==> src/rtl/fetch_sequencer_if.sv <==
// Fetch sequencer bundle: run/redirect control, instruction memory port, decode-side output.
// master = fetch_sequencer side, slave = the environment (memory, decode, control).
// Optional perf counters are present only when FETCH_SEQ_PERF_EN is defined.
interface fetch_sequencer_if #(
  parameter int ADDR_WIDTH = 10,
  parameter int INST_WIDTH = 32
);
  logic                  run;
  logic                  redirect_valid;
  logic [ADDR_WIDTH-1:0] redirect_addr;
  logic                  mem_en;
  logic [ADDR_WIDTH-1:0] mem_addr;
  logic [INST_WIDTH-1:0] mem_data;
  logic                  out_valid;
  logic                  out_ready;
  logic [INST_WIDTH-1:0] out_inst;
  logic [ADDR_WIDTH-1:0] out_pc;
  logic                  idle;
`ifdef FETCH_SEQ_PERF_EN
  logic [31:0]           perf_stall_cycles;
  logic [31:0]           perf_flushed;
`endif

  modport master (
    input  run, redirect_valid, redirect_addr, mem_data, out_ready,
    output mem_en, mem_addr, out_valid, out_inst, out_pc, idle
`ifdef FETCH_SEQ_PERF_EN
    , output perf_stall_cycles, perf_flushed
`endif
  );

  modport slave (
    output run, redirect_valid, redirect_addr, mem_data, out_ready,
    input  mem_en, mem_addr, out_valid, out_inst, out_pc, idle
`ifdef FETCH_SEQ_PERF_EN
    , input perf_stall_cycles, perf_flushed
`endif
  );
endinterface

==> src/rtl/fetch_sequencer.sv <==
// Fetch sequencer: owns the PC, issues one instruction-memory read per cycle, buffers returns in a FIFO.
// Latency: issue at t -> out_valid at t+MEM_LATENCY+1; redirect at t -> new instruction at t+2*MEM_LATENCY+2.
// Backpressure: reads issue only while fifo_count+inflight < FIFO_DEPTH; optional perf counters under FETCH_SEQ_PERF_EN.
module fetch_sequencer #(
  parameter int ADDR_WIDTH  = 10,
  parameter int INST_WIDTH  = 32,
  parameter int MEM_LATENCY = 2,
  parameter int FIFO_DEPTH  = 4
) (
  input  logic              clk,
  input  logic              rst,
  fetch_sequencer_if.master bus
);
  localparam int PTR_W = $clog2(FIFO_DEPTH);
  localparam int CNT_W = $clog2(FIFO_DEPTH + 1);
  localparam int FL_W  = $clog2(MEM_LATENCY + 1);

  typedef enum logic [1:0] {IDLE, FETCH, FLUSH} state_t;

  state_t                state_q, state_d;
  logic [ADDR_WIDTH-1:0] pc_q, pc_d;
  logic [FL_W-1:0]       flush_cnt_q, flush_cnt_d;
  logic [MEM_LATENCY-1:0] dl_vld_q, dl_vld_d;
  logic [ADDR_WIDTH-1:0] dl_addr_q [MEM_LATENCY];
  logic [ADDR_WIDTH-1:0] dl_addr_d [MEM_LATENCY];
  logic [INST_WIDTH-1:0] fifo_inst_q [FIFO_DEPTH];
  logic [INST_WIDTH-1:0] fifo_inst_d [FIFO_DEPTH];
  logic [ADDR_WIDTH-1:0] fifo_pc_q [FIFO_DEPTH];
  logic [ADDR_WIDTH-1:0] fifo_pc_d [FIFO_DEPTH];
  logic [PTR_W-1:0]      rd_ptr_q, rd_ptr_d, wr_ptr_q, wr_ptr_d;
  logic [CNT_W-1:0]      count_q, count_d;

  logic [CNT_W-1:0]      inflight;
  logic                  credit_ok;
  logic                  issue;
  logic                  push;
  logic                  pop;

  // Credit accounting: every valid delay-line stage has a reserved FIFO slot.
  always_comb begin
    inflight = '0;
    for (int i = 0; i < MEM_LATENCY; i++) begin
      inflight = inflight + CNT_W'(dl_vld_q[i]);
    end
    credit_ok = ({1'b0, count_q} + {1'b0, inflight}) < (CNT_W + 1)'(FIFO_DEPTH);
    issue     = (state_q == FETCH) && bus.run && credit_ok && !bus.redirect_valid;
    push      = dl_vld_q[MEM_LATENCY-1];
    pop       = (count_q != '0) && bus.out_ready;
  end

  // Control FSM: redirect from any state wins and restarts the flush window.
  always_comb begin
    state_d     = state_q;
    pc_d        = pc_q;
    flush_cnt_d = flush_cnt_q;
    if (bus.redirect_valid) begin
      pc_d        = bus.redirect_addr;
      flush_cnt_d = FL_W'(MEM_LATENCY);
      state_d     = FLUSH;
    end else begin
      case (state_q)
        IDLE: begin
          if (bus.run) state_d = FETCH;
        end
        FETCH: begin
          if (issue) pc_d = pc_q + ADDR_WIDTH'(1);
          if (!bus.run) state_d = IDLE;
        end
        FLUSH: begin
          // Leaving on the last count keeps the first new issue at redirect+MEM_LATENCY+1.
          if (flush_cnt_q <= FL_W'(1)) begin
            flush_cnt_d = '0;
            state_d     = bus.run ? FETCH : IDLE;
          end else begin
            flush_cnt_d = flush_cnt_q - FL_W'(1);
          end
        end
        default: state_d = IDLE;
      endcase
    end
  end

  // Read-latency delay line tagging each outstanding read with its address; redirect kills all stages.
  always_comb begin
    dl_addr_d    = dl_addr_q;
    dl_vld_d     = '0;
    dl_vld_d[0]  = issue;
    dl_addr_d[0] = pc_q;
    for (int i = 1; i < MEM_LATENCY; i++) begin
      dl_vld_d[i]  = dl_vld_q[i-1];
      dl_addr_d[i] = dl_addr_q[i-1];
    end
    if (bus.redirect_valid) dl_vld_d = '0;
  end

  // Output FIFO: push from delay-line tail, pop on handshake; redirect empties it after any same-cycle pop.
  always_comb begin
    fifo_inst_d = fifo_inst_q;
    fifo_pc_d   = fifo_pc_q;
    wr_ptr_d    = wr_ptr_q;
    rd_ptr_d    = rd_ptr_q;
    count_d     = count_q;
    if (bus.redirect_valid) begin
      wr_ptr_d = '0;
      rd_ptr_d = '0;
      count_d  = '0;
    end else begin
      if (push) begin
        fifo_inst_d[wr_ptr_q] = bus.mem_data;
        fifo_pc_d[wr_ptr_q]   = dl_addr_q[MEM_LATENCY-1];
        wr_ptr_d              = wr_ptr_q + PTR_W'(1);
      end
      if (pop) rd_ptr_d = rd_ptr_q + PTR_W'(1);
      count_d = count_q + CNT_W'(push) - CNT_W'(pop);
    end
  end

`ifdef FETCH_SEQ_PERF_EN
  logic [31:0]    perf_stall_q, perf_stall_d;
  logic [31:0]    perf_flushed_q, perf_flushed_d;
  logic [CNT_W:0] discard;
  logic [32:0]    flushed_sum;

  // Saturating counters: credit-stall cycles and entries thrown away by redirects.
  always_comb begin
    perf_stall_d   = perf_stall_q;
    perf_flushed_d = perf_flushed_q;
    discard        = {1'b0, count_q} - (CNT_W + 1)'(pop) + {1'b0, inflight};
    flushed_sum    = {1'b0, perf_flushed_q} + 33'(discard);
    if ((state_q == FETCH) && bus.run && !credit_ok && (perf_stall_q != '1)) begin
      perf_stall_d = perf_stall_q + 32'd1;
    end
    if (bus.redirect_valid) begin
      perf_flushed_d = flushed_sum[32] ? '1 : flushed_sum[31:0];
    end
  end

  assign bus.perf_stall_cycles = perf_stall_q;
  assign bus.perf_flushed      = perf_flushed_q;
`endif

  // State registers with synchronous active-high reset.
  always_ff @(posedge clk) begin
    if (rst) begin
      state_q     <= IDLE;
      pc_q        <= '0;
      flush_cnt_q <= '0;
      dl_vld_q    <= '0;
      dl_addr_q   <= '{default: '0};
      fifo_inst_q <= '{default: '0};
      fifo_pc_q   <= '{default: '0};
      rd_ptr_q    <= '0;
      wr_ptr_q    <= '0;
      count_q     <= '0;
`ifdef FETCH_SEQ_PERF_EN
      perf_stall_q   <= '0;
      perf_flushed_q <= '0;
`endif
    end else begin
      assert (!(push && !bus.redirect_valid && !pop && (count_q == CNT_W'(FIFO_DEPTH))));
      state_q     <= state_d;
      pc_q        <= pc_d;
      flush_cnt_q <= flush_cnt_d;
      dl_vld_q    <= dl_vld_d;
      dl_addr_q   <= dl_addr_d;
      fifo_inst_q <= fifo_inst_d;
      fifo_pc_q   <= fifo_pc_d;
      rd_ptr_q    <= rd_ptr_d;
      wr_ptr_q    <= wr_ptr_d;
      count_q     <= count_d;
`ifdef FETCH_SEQ_PERF_EN
      perf_stall_q   <= perf_stall_d;
      perf_flushed_q <= perf_flushed_d;
`endif
    end
  end

  assign bus.mem_en    = issue;
  assign bus.mem_addr  = pc_q;
  assign bus.out_valid = (count_q != '0);
  assign bus.out_inst  = fifo_inst_q[rd_ptr_q];
  assign bus.out_pc    = fifo_pc_q[rd_ptr_q];
  assign bus.idle      = (state_q == IDLE) && (inflight == '0) && (count_q == '0);
endmodule
==> src/flat_wrapper.sv <==
// flat-port wrapper written by rule: the top's interface ports become plain ports
module fetch_sequencer_flat 
#(
  parameter int ADDR_WIDTH  = 10,
  parameter int INST_WIDTH  = 32,
  parameter int MEM_LATENCY = 2,
  parameter int FIFO_DEPTH  = 4
)
  (clk, rst, bus_run, bus_redirect_valid, bus_redirect_addr, bus_mem_data, bus_out_ready, bus_mem_en, bus_mem_addr, bus_out_valid, bus_out_inst, bus_out_pc, bus_idle);
  fetch_sequencer_if #(.ADDR_WIDTH(ADDR_WIDTH), .INST_WIDTH(INST_WIDTH)) bus_i ();
  input  logic clk;
  input  logic rst;
  input wire logic [$bits(bus_i.run)-1:0] bus_run;
  input wire logic [$bits(bus_i.redirect_valid)-1:0] bus_redirect_valid;
  input wire logic [$bits(bus_i.redirect_addr)-1:0] bus_redirect_addr;
  input wire logic [$bits(bus_i.mem_data)-1:0] bus_mem_data;
  input wire logic [$bits(bus_i.out_ready)-1:0] bus_out_ready;
  output wire logic [$bits(bus_i.mem_en)-1:0] bus_mem_en;
  output wire logic [$bits(bus_i.mem_addr)-1:0] bus_mem_addr;
  output wire logic [$bits(bus_i.out_valid)-1:0] bus_out_valid;
  output wire logic [$bits(bus_i.out_inst)-1:0] bus_out_inst;
  output wire logic [$bits(bus_i.out_pc)-1:0] bus_out_pc;
  output wire logic [$bits(bus_i.idle)-1:0] bus_idle;
  assign bus_i.run = bus_run;
  assign bus_i.redirect_valid = bus_redirect_valid;
  assign bus_i.redirect_addr = bus_redirect_addr;
  assign bus_i.mem_data = bus_mem_data;
  assign bus_i.out_ready = bus_out_ready;
  assign bus_mem_en = bus_i.mem_en;
  assign bus_mem_addr = bus_i.mem_addr;
  assign bus_out_valid = bus_i.out_valid;
  assign bus_out_inst = bus_i.out_inst;
  assign bus_out_pc = bus_i.out_pc;
  assign bus_idle = bus_i.idle;
  fetch_sequencer #(.ADDR_WIDTH(ADDR_WIDTH), .INST_WIDTH(INST_WIDTH), .MEM_LATENCY(MEM_LATENCY), .FIFO_DEPTH(FIFO_DEPTH)) u_core (.clk(clk), .rst(rst), .bus(bus_i));
endmodule
==> config.mk <==
export PLATFORM = sky130hd
export DESIGN_NAME = fetch_sequencer_flat
export DESIGN_NICKNAME = d
export VERILOG_FILES = /design/src/rtl/fetch_sequencer_if.sv /design/src/rtl/fetch_sequencer.sv /design/src/flat_wrapper.sv
export SDC_FILE = /design/constraint.sdc
export NUM_CORES = 1
export LEC_CHECK = 0
export ABC_AREA = 1
export CORE_ASPECT_RATIO = 2
export CORE_MARGIN = 4
export CORE_UTILIZATION = 49
export DETAILED_ROUTE_END_ITERATION = 8
export PLACE_DENSITY_LB_ADDON = 0.12
export SLEW_MARGIN = 20
export SYNTH_ARGS = -nofsm -noshare
export SYNTH_HDL_FRONTEND = slang
export SYNTH_SLANG_ARGS = --single-unit
export TNS_END_PERCENT = 1
==> constraint.sdc <==
create_clock -name clk -period 2.25 [get_ports clk]
set_input_delay 0.225 -clock clk [delete_from_list [all_inputs] [get_ports clk]]
set_output_delay 0.225 -clock clk [all_outputs]
set_load 0.01 [all_outputs]
**After elaboration in Yosys (flattened, before gate mapping)**

Cells that the tools add are included.

- Flip-flop bits (word level): 211
- Word-level logic and storage cells: 87

- $add $sub $neg: 8
- Magnitude comparators: 5
- Equality and inequality tests: 8
- Mux-type cells: 24
- Bitwise gates (word level): 3
- Reduce and logical (&&, ||, !) cells: 20

Operators with widths:

| operator | number |
|---|---|
| bitwise mux 128 bit | 1 |
| 2-to-1 mux 32 bit | 3 |
| binary-select mux 32 bit (select 2 bit) | 1 |
| demux 32 bit (select 2 bit) | 1 |
| 2-to-1 mux 10 bit | 6 |
| bitwise mux 40 bit | 1 |
| binary-select mux 10 bit (select 2 bit) | 1 |
| demux 10 bit (select 2 bit) | 1 |
| 2-to-1 mux 2 bit | 7 |
| adder 10 x 1 -> 10 bit (second input constant) | 1 |
| logical AND 1 bit | 7 |
| >= comparator 3 bit (second input constant) | 2 |
| logical NOT 3 bit | 2 |
| inequality test 3 bit (second input constant) | 2 |
| NOT 2 -> 3 bit | 2 |
| one-hot mux 2 bit (3 select lines) | 1 |
| AND reduction 3 bit | 2 |
| nonzero test 2 bit | 3 |
| adder 2 x 1 -> 2 bit (second input constant) | 2 |
| adder 3 x 3 -> 4 bit | 1 |
| < comparator 4 x 3 -> 1 bit (second input constant) | 1 |
| inequality test 2 bit (second input constant) | 2 |
| AND reduction 2 bit | 2 |
| adder 3 x 1 -> 3 bit | 1 |
| other kinds (15) | 15 |

**Logic depth before layout (Yosys ltp)**

Gate-level depths: netlist of the first run.

- Depth in word-level cells: 8
- Depth in mapped cells: 12
- Depth with buffers taken out: 12

**Worst setup path before layout of the first run**

Ideal clock, no wire load.

- Path kind: reg-to-reg
- Start point: register u_core.count_q[1]
- End point: register u_core.count_q[2]
- Setup time: 70 ps
- Arrival: 1767 ps
- Data required time: 2180 ps
- Path slack: 413 ps
- Stages on the path, launching flop included: 13
- Period minus slack after synthesis: 1837 ps
- Cell sequence: dfxtp_1 -> nor2_1 -> nand2_1 -> nand2_1 -> inv_1 -> ha_1 -> inv_1 -> ha_1 -> inv_1 -> fa_1 -> inv_1 -> o21ai_0 -> a21oi_1

- Cells in the longest elaborated chain, start to end: 3
- Elaborated cells between the ends (all ways): 4
- Those cells by class: 2 x add/sub; 2 x reduce/logical

RTL lines:

| element | RTL line | source |
|---|---|---|
| start, declared | fetch_sequencer.sv:31 | `logic [CNT_W-1:0] count_q, count_d;` |
| start signal, assigned | fetch_sequencer.sv:170 | `count_q <= count_d;` |
| nonzero test 3 bit | n/a |  |
| net bus_out_valid | flat_wrapper.sv:20 | `output wire logic [$bits(bus_i.out_valid)-1:0] bus_out_valid;` |
| logical AND 1 bit | fetch_sequencer.sv:48 | `pop = (count_q != '0) && bus.out_ready;` |
| net u_core.pop | fetch_sequencer.sv:37 | `logic pop;` |
| subtractor 3 x 1 -> 3 bit | fetch_sequencer.sv:114 | `count_d = count_q + CNT_W'(push) - CNT_W'(pop);` |

The timed path passes the listed nets, and every way through them passes these cells.
A chain may end at the register's enable or synchronous reset.

**Final worst setup path of the first run**

- Start point: register u_core.rd_ptr_q[0]
- End point: output bus_out_inst[10]

- Cells in the longest elaborated chain, start to end: 4

RTL lines:

| element | RTL line | source |
|---|---|---|
| start, declared | fetch_sequencer.sv:30 | `logic [PTR_W-1:0] rd_ptr_q, rd_ptr_d, wr_ptr_q, wr_ptr_d;` |
| start signal, assigned | fetch_sequencer.sv:168 | `rd_ptr_q <= rd_ptr_d;` |
| NOT 2 -> 3 bit (implied by the code) | fetch_sequencer.sv:181 | `assign bus.out_inst = fifo_inst_q[rd_ptr_q];` |
| binary-select mux 32 bit (select 2 bit) | fetch_sequencer.sv:181 |  |
| 2-to-1 mux 32 bit (implied by the code) (2 in a row) | fetch_sequencer.sv:181 |  |
| end, declared | flat_wrapper.sv:21 | `output wire logic [$bits(bus_i.out_inst)-1:0] bus_out_inst;` |

No other way between the ends. The select of a mux whose other input is x is not followed.

==> results.sh, run 1 <==
export IMPL_status="complete, no violations"
export IMPL_worstMarginPinSlew_ns=0.483
export IMPL_setup_tns_ns=0
export IMPL_slew_violations=0
export IMPL_synthDistinctLibCells=26
export IMPL_worstRegToRegCells=12
export IMPL_die_w_um=104
export IMPL_antennaDiodeCount=0
export IMPL_drc=0
export IMPL_area_delta_synth_final_pct=18.6
export IMPL_hold_violations=0
export IMPL_p_leak_nw=4.05
export IMPL_clock_skew_ns=0.00553
export IMPL_synth_nets=1288
export IMPL_final_cells=1507
export IMPL_initial_core_util=0.497
export IMPL_whs_ns=0.365
export IMPL_cts_max_level=1
export IMPL_routedLengthMet1_mm=9.03
export IMPL_dpl_hpwl_mm=13.4
export IMPL_vias=7792
export IMPL_cts_hold_buf=0
export IMPL_min_from="bus_run"
export IMPL_pwr_share_comb=0.047
export IMPL_root_buffer="clkbuf_16"
export IMPL_crit_required_ns=2.03
export IMPL_wl_mm=21.4
export IMPL_grt_first_pass_wirelength_mm=36.5
export IMPL_reg2reg_to="u_core.count_q[2]"
export IMPL_cts_buffers=20
export IMPL_post_dp_cell_area_mm2=0.0101
export IMPL_critPathKind="flip-flop to output pin"
export IMPL_gp_congestion=0.795
export IMPL_period_share=0.941
export IMPL_synthTopCellsByArea="dfxtp_1, a21oi_1, inv_1"
export IMPL_syn_area_mm2=0.00905
export IMPL_final_cell_mix="a21oi_1, dfxtp_1, inv_1"
export IMPL_clockPowerShare=0.447
export IMPL_postCtsSetupRepairBufs=0
export IMPL_grt_total_usage=0.204
export IMPL_antenna_found_initial=0
export IMPL_crit_arrival_ns=1.89
export IMPL_synth_top_area_frac=0.467
export IMPL_rows=70
export IMPL_top_layer="met4"
export IMPL_drive_gt1_frac=0.0589
export IMPL_final_antenna_net_count=0
export IMPL_grt_max_degree=117
export IMPL_synth_seq_cells=211
export IMPL_final_area_mm2=0.0107
export IMPL_regToRegStartpoint="u_core.count_q[1]"
export IMPL_worst_slew_margin_rel=0.678
export IMPL_powerDensity_mw_per_mm2=697
export IMPL_rrSetupSlack_ns=0.28
export IMPL_core_area_mm2=0.0182
export IMPL_viasPerCell=5.17
export IMPL_ys_seq_area_frac=0.467
export IMPL_endpoint_kind="output pin"
export IMPL_first_global_vias=7628
export IMPL_grt_overflow_total=0
export IMPL_yosys_warnings=0
export IMPL_switching_share=0.218
export IMPL_ioPinCount=102
export IMPL_dieArea_mm2=0.0208
export IMPL_fillerInstances=1764
export IMPL_cts_clk_slew_worst_paths_ns=0.07
export IMPL_drv_cap=0
export IMPL_netlist_instances=1230
export IMPL_pwr_share_seq=0.506
export IMPL_first_pass_iters=4
export IMPL_period_minus_slack_ns=2.12
export IMPL_fmax_mhz=472
export IMPL_min_to="u_core.state_q[0]"
export IMPL_cts_tree="yes"
export IMPL_p_int_mw=5.85
export IMPL_dp_cells=1471
export IMPL_worstSetupStartpointType="flip-flop"
export IMPL_drt_initial_drc_count=322
export IMPL_syn_area_per_cell_um2=7.36
export IMPL_detail_route_wl_per_cell_um=14.2
export IMPL_io_buffers=101
export IMPL_nets=1336
export IMPL_fp_dieH_um=200
export IMPL_hold_class="input pin to flip-flop"
export IMPL_switchingPower_mw=1.63
export IMPL_clk_latency_ns=0.48
export IMPL_clock_sinks=211
export IMPL_cts_buffer_depth=3
export IMPL_finalSetupViolations=0
export IMPL_path_max_fanout=29
export IMPL_met2_length_mm=11.2
export IMPL_final_common_cell="a21oi_1"
export IMPL_hold_path_cell_count=2
export IMPL_rsz0062_at_grt="false"
export IMPL_ir_drop_mv=0.539
export IMPL_wl_met3_um=730
export IMPL_yosys_area_top_type="dfxtp_1"
## layout make-up
cell class                      instances  area [um2]  share of cell area
Timing Repair Buffer                  123        1240               0.115
Tap cell                              216         270              0.0252
Multi-Input combinational cell        709        3550               0.331
Inverter                              213         806              0.0750
Clock inverter                          6        62.6             0.00583
Clock buffer                           29         586              0.0545
Sequential cell                       211        4230               0.394
## power groups by stage
| stage | Combinational, mW | Sequential, mW | Clock [mW] |
|---|---|---|---|
| global route | 0.397 | 3.79 | 3.58 |
| CTS | 0.356 | 3.79 | 3.43 |
| global placement | 0.352 | 3.87 | 0 |
| finish | 0.351 | 3.79 | 3.34 |
| floorplan | 0.196 | 3.86 | 0 |
| detailed placement | 0.355 | 3.87 | 0 |
## how the worst max path moves through the flow
| stage | startpoint | to | slack (ns) | cells after the start |
|---|---|---|---|---|
| final | u_core.rd_ptr_q[0] | bus_out_inst[10] | 0.13 | 6 |
| after detailed placement | u_core.rd_ptr_q[0] | bus_out_inst[13] | 0.15 | 6 |
| after global placement | u_core.rd_ptr_q[0] | bus_out_inst[13] | 0.16 | 6 |
| after global routing | u_core.dl_vld_q[1] | bus_idle | 0.007 | 5 |
| after CTS | u_core.dl_vld_q[1] | bus_idle | 0.04 | 5 |
| after floorplan | u_core.count_q[1] | u_core.count_q[2] | 0.41 | 12 |
## per-stage QoR
step	utilization	power (mW)	setup slack, ns
floorplan	-	4.06	0.413
global placement	0.553	4.22	0.160
detailed placement	0.553	4.23	0.147
CTS	0.589	7.57	0.0408
global route	0.589	7.77	0.00689
finish	0.589	7.48	0.132
## sequential cells by signal, indices dropped and copies added (netlist names), 3 cells and up
name	count
u_core.fifo_inst_q	128
u_core.fifo_pc_q	40
u_core.bus.mem_addr	10
u_core.dl_addr_d	10
u_core.dl_addr_q	10
u_core.count_q	3
## logic make-up after synthesis
kind of cell | count (synthesis) | share of synthesized area
AOI/OAI and AO/OA | 526 | 0.291
buffers and inverters | 310 | 0.145
DFF | 211 | 0.467
and+or+nand+nor | 169 | 0.0782
adders and majority gates | 11 | 0.0160
xor gates and xnor gates | 3 | 0.00290
## per-layer routing
layer | GRT usage | vias to the layer above
met5 | 0 | -
met4 | 0.0609 | 0
met3 | 0.0258 | 31
met2 | 0.385 | 126
met1 | 0.238 | 3552
li1 | - | 4083
## critical path: stages, from the launching register on
cell and delay (ns):
dfxtp_2 0.39, clkinv_4 0.13, buf_12 0.19, o21ai_0 0.19, a21oi_1 0.07, a21oi_2 0.15, dlygate4sd2_1 0.28
## Yosys cell counts
| master | number |
|---|---|
| dfxtp_1 | 211 |
| o21ai_0 | 141 |
| nand3_1 | 18 |
| xor2_1 | 1 |
| clkinv_1 | 2 |
| o21ai_1 | 80 |
| fa_1 | 1 |
| inv_1 | 207 |
| xnor2_1 | 2 |
| buf_4 | 24 |
| nand3_2 | 5 |
| nor2_2 | 2 |
| nand2_2 | 1 |
| nand4_2 | 1 |
| buf_2 | 27 |
| clkbuf_1 | 32 |
| ha_1 | 10 |
| and3_1 | 1 |
| nor2_1 | 48 |
| clkbuf_2 | 11 |
| nand2_1 | 92 |
| inv_2 | 4 |
| buf_1 | 1 |
| a21oi_1 | 305 |
| buf_6 | 2 |
| nor3_1 | 1 |
## what timing repair did
action | CTS | global route
endpoints found under the setup margin | 43 | 4
resized for setup | 53 | 4
gates cloned | 1 | 0
Note: power is estimated with default switching activity, not from simulation.
==> inputs of run 2 (changes only) <==
ABC_CLOCK_PERIOD_IN_PS = 2250   (was default)
==> results of run 2 <==
Same layout as run 1: the final DEF is identical, and so are final timing and power.
==> inputs of run 3 (changes only) <==
ABC_CLOCK_PERIOD_IN_PS = 2000   (was 2250)
clock period = 2 ns   (was 2.25 ns; I/O delays follow)
==> run 3 against run 2 <==
  * Core utilization grew 0.51 points
  * Global-route usage shrank 0.52 points
  * Wire length is 1.1% lower
  * Cell count rose by 0.86%
  * Critical path type unchanged
  * Critical endpoint is now bus_out_pc[9]
==> results.sh, run 3 (same netlist as run 1, synthesis figures left out) <==
export IMPL_status="complete, no violations"
export IMPL_postCtsSetupRepairBufs=0
export IMPL_critPathKind="flip-flop to output pin"
export IMPL_powerDensity_mw_per_mm2=775
export IMPL_gp_congestion=0.810
export IMPL_path_max_fanout=44
export IMPL_crit_required_ns=1.80
export IMPL_final_antenna_net_count=0
export IMPL_p_leak_nw=4.03
export IMPL_dieArea_mm2=0.0208
export IMPL_rsz0062_at_grt="true"
export IMPL_clock_sinks=211
export IMPL_cts_tree="yes"
export IMPL_fillerInstances=1761
export IMPL_grt_total_usage=0.199
export IMPL_crit_arrival_ns=1.80
export IMPL_slew_violations=0
export IMPL_multi_input_area_mm2=0.00356
export IMPL_core_area_mm2=0.0182
export IMPL_cts_clk_slew_worst_paths_ns=0.06
export IMPL_final_area_mm2=0.0108
export IMPL_hold_violations=0
export IMPL_drc=0
export IMPL_root_buffer="clkbuf_16"
export IMPL_worst_slew_margin_rel=0.719
export IMPL_cts_buffer_depth=3
export IMPL_top_regs="u_core.fifo_inst_q: 128 flops, u_core.fifo_pc_q: 40 flops"
export IMPL_fp_dieH_um=200
export IMPL_period_minus_slack_ns=2.00
export IMPL_rows=70
export IMPL_cts_max_level=1
export IMPL_grt_first_pass_wirelength_mm=35.5
export IMPL_whs_ns=0.333
export IMPL_largest_reg_flops=128
export IMPL_drive_gt1_frac=0.0989
export IMPL_crit_chain="inv_8, buf_6, buf_12, a21oi_1, a21oi_1, dlygate4sd2_1"
export IMPL_worstSetupStartpointType="flip-flop"
export IMPL_seqCellArea_mm2=0.00423
export IMPL_endpoint_kind="output pin"
export IMPL_period_share=0.999
export IMPL_crit_slowest_cell="dfxtp_4"
export IMPL_die_w_um=104
export IMPL_vias=7824
export IMPL_cts_buffers=20
export IMPL_viasPerCell=5.15
export IMPL_dpl_hpwl_mm=13.7
export IMPL_top_register="u_core.fifo_inst_q"
export IMPL_max_stage_delay_ns=0.37
export IMPL_post_dp_cell_area_mm2=0.0102
export IMPL_drt_initial_drc_count=191
export IMPL_path_delay_family="buffers and inverters"
export IMPL_clock_skew_ns=0.00832
export IMPL_fmax_mhz=500
export IMPL_hold_path_cell_count=2
export IMPL_wl_mm=21.2
export IMPL_clk_latency_ns=0.49
export IMPL_first_global_vias=7307
export IMPL_ir_drop_mv=0.683
export IMPL_io_buffers=101
export IMPL_cp_num_buf_inv=4
export IMPL_antennaDiodeCount=0
export IMPL_drv_cap=0
export IMPL_nets=1349
export IMPL_antenna_found_initial=0
export IMPL_first_pass_iters=5
export IMPL_area_delta_synth_final_pct=19.6
export IMPL_worstSetupPathDepth=6
export IMPL_worstMarginPinSlew_ns=0.421
export IMPL_final_cell_mix="a21oi_1, dfxtp_1, inv_1"
export IMPL_grt_max_degree=92
export IMPL_cpMostUsedCell="a21oi_1"
export IMPL_worstRegToRegCells=12
export IMPL_hold_class="input pin to flip-flop"
export IMPL_finalSetupViolations=0
export IMPL_initial_core_util=0.497
export IMPL_ioPinCount=102
export IMPL_final_common_cell="a21oi_1"
export IMPL_grt_overflow_total=0
export IMPL_detail_route_wl_per_cell_um=13.9
run 3: per-stage QoR:
step / utilization / total power [mW] / cells / setup WS, ns / TNS (ns)
6_report: 0.594 / 8.40 / 1520 / 0.00168 / 0
3_5_place_dp: 0.559 / 4.76 / 1484 / 0.0248 / 0
4_1_cts: 0.597 / 8.49 / 1520 / -0.144 / -0.724
2_1_floorplan: - / 4.57 / 1230 / 0.163 / 0
3_3_place_gp: 0.559 / 4.76 / 1484 / 0.0260 / 0
5_1_grt: 0.594 / 8.72 / 1520 / -0.0852 / -0.742
run 3: what timing repair did:
action	CTS	global route
hold endpoints to repair	0	0
cloned	1	0
setup endpoints to repair	44	43
hold buffers	0	0
gates resized for setup	128	48
run 3: report_power, final:
group          internal (mW)  switching [mW]  leakage [nW]  total (mW)
registers               4.23          0.0307          1.70        4.26
logic                  0.184           0.212          2.00       0.397
clock network           2.14            1.60         0.328        3.74
total                   6.56            1.84          4.03        8.40
run 3: final cells by class:
class                      count  area share
sequential                   211       0.391
clock buffer                  29      0.0568
timing repair buffer         136       0.121
clock inverter                 6     0.00312
tap                          216      0.0250
multi-input combinational    709       0.329
inverter                     213      0.0749
run 3: worst paths after layout:
path	start	end	slack, ns
setup / recovery	u_core.rd_ptr_q[0]	bus_out_pc[9]	0.002
hold / removal	bus_run	u_core.state_q[0]	0.33
setup reg to reg	u_core.count_q[2]	u_core.count_q[2]	0.17
hold reg to reg	u_core.dl_addr_d[4]	u_core.dl_addr_q[4]	0.40
run 3: metal layers:
metal  up-vias  share of wire  track usage
met3        35          0.031       0.0245
met2       116           0.52        0.375
li1       4119              -            -
met1      3554           0.42        0.234
met5         -              0            0
met4         0          0.024       0.0547
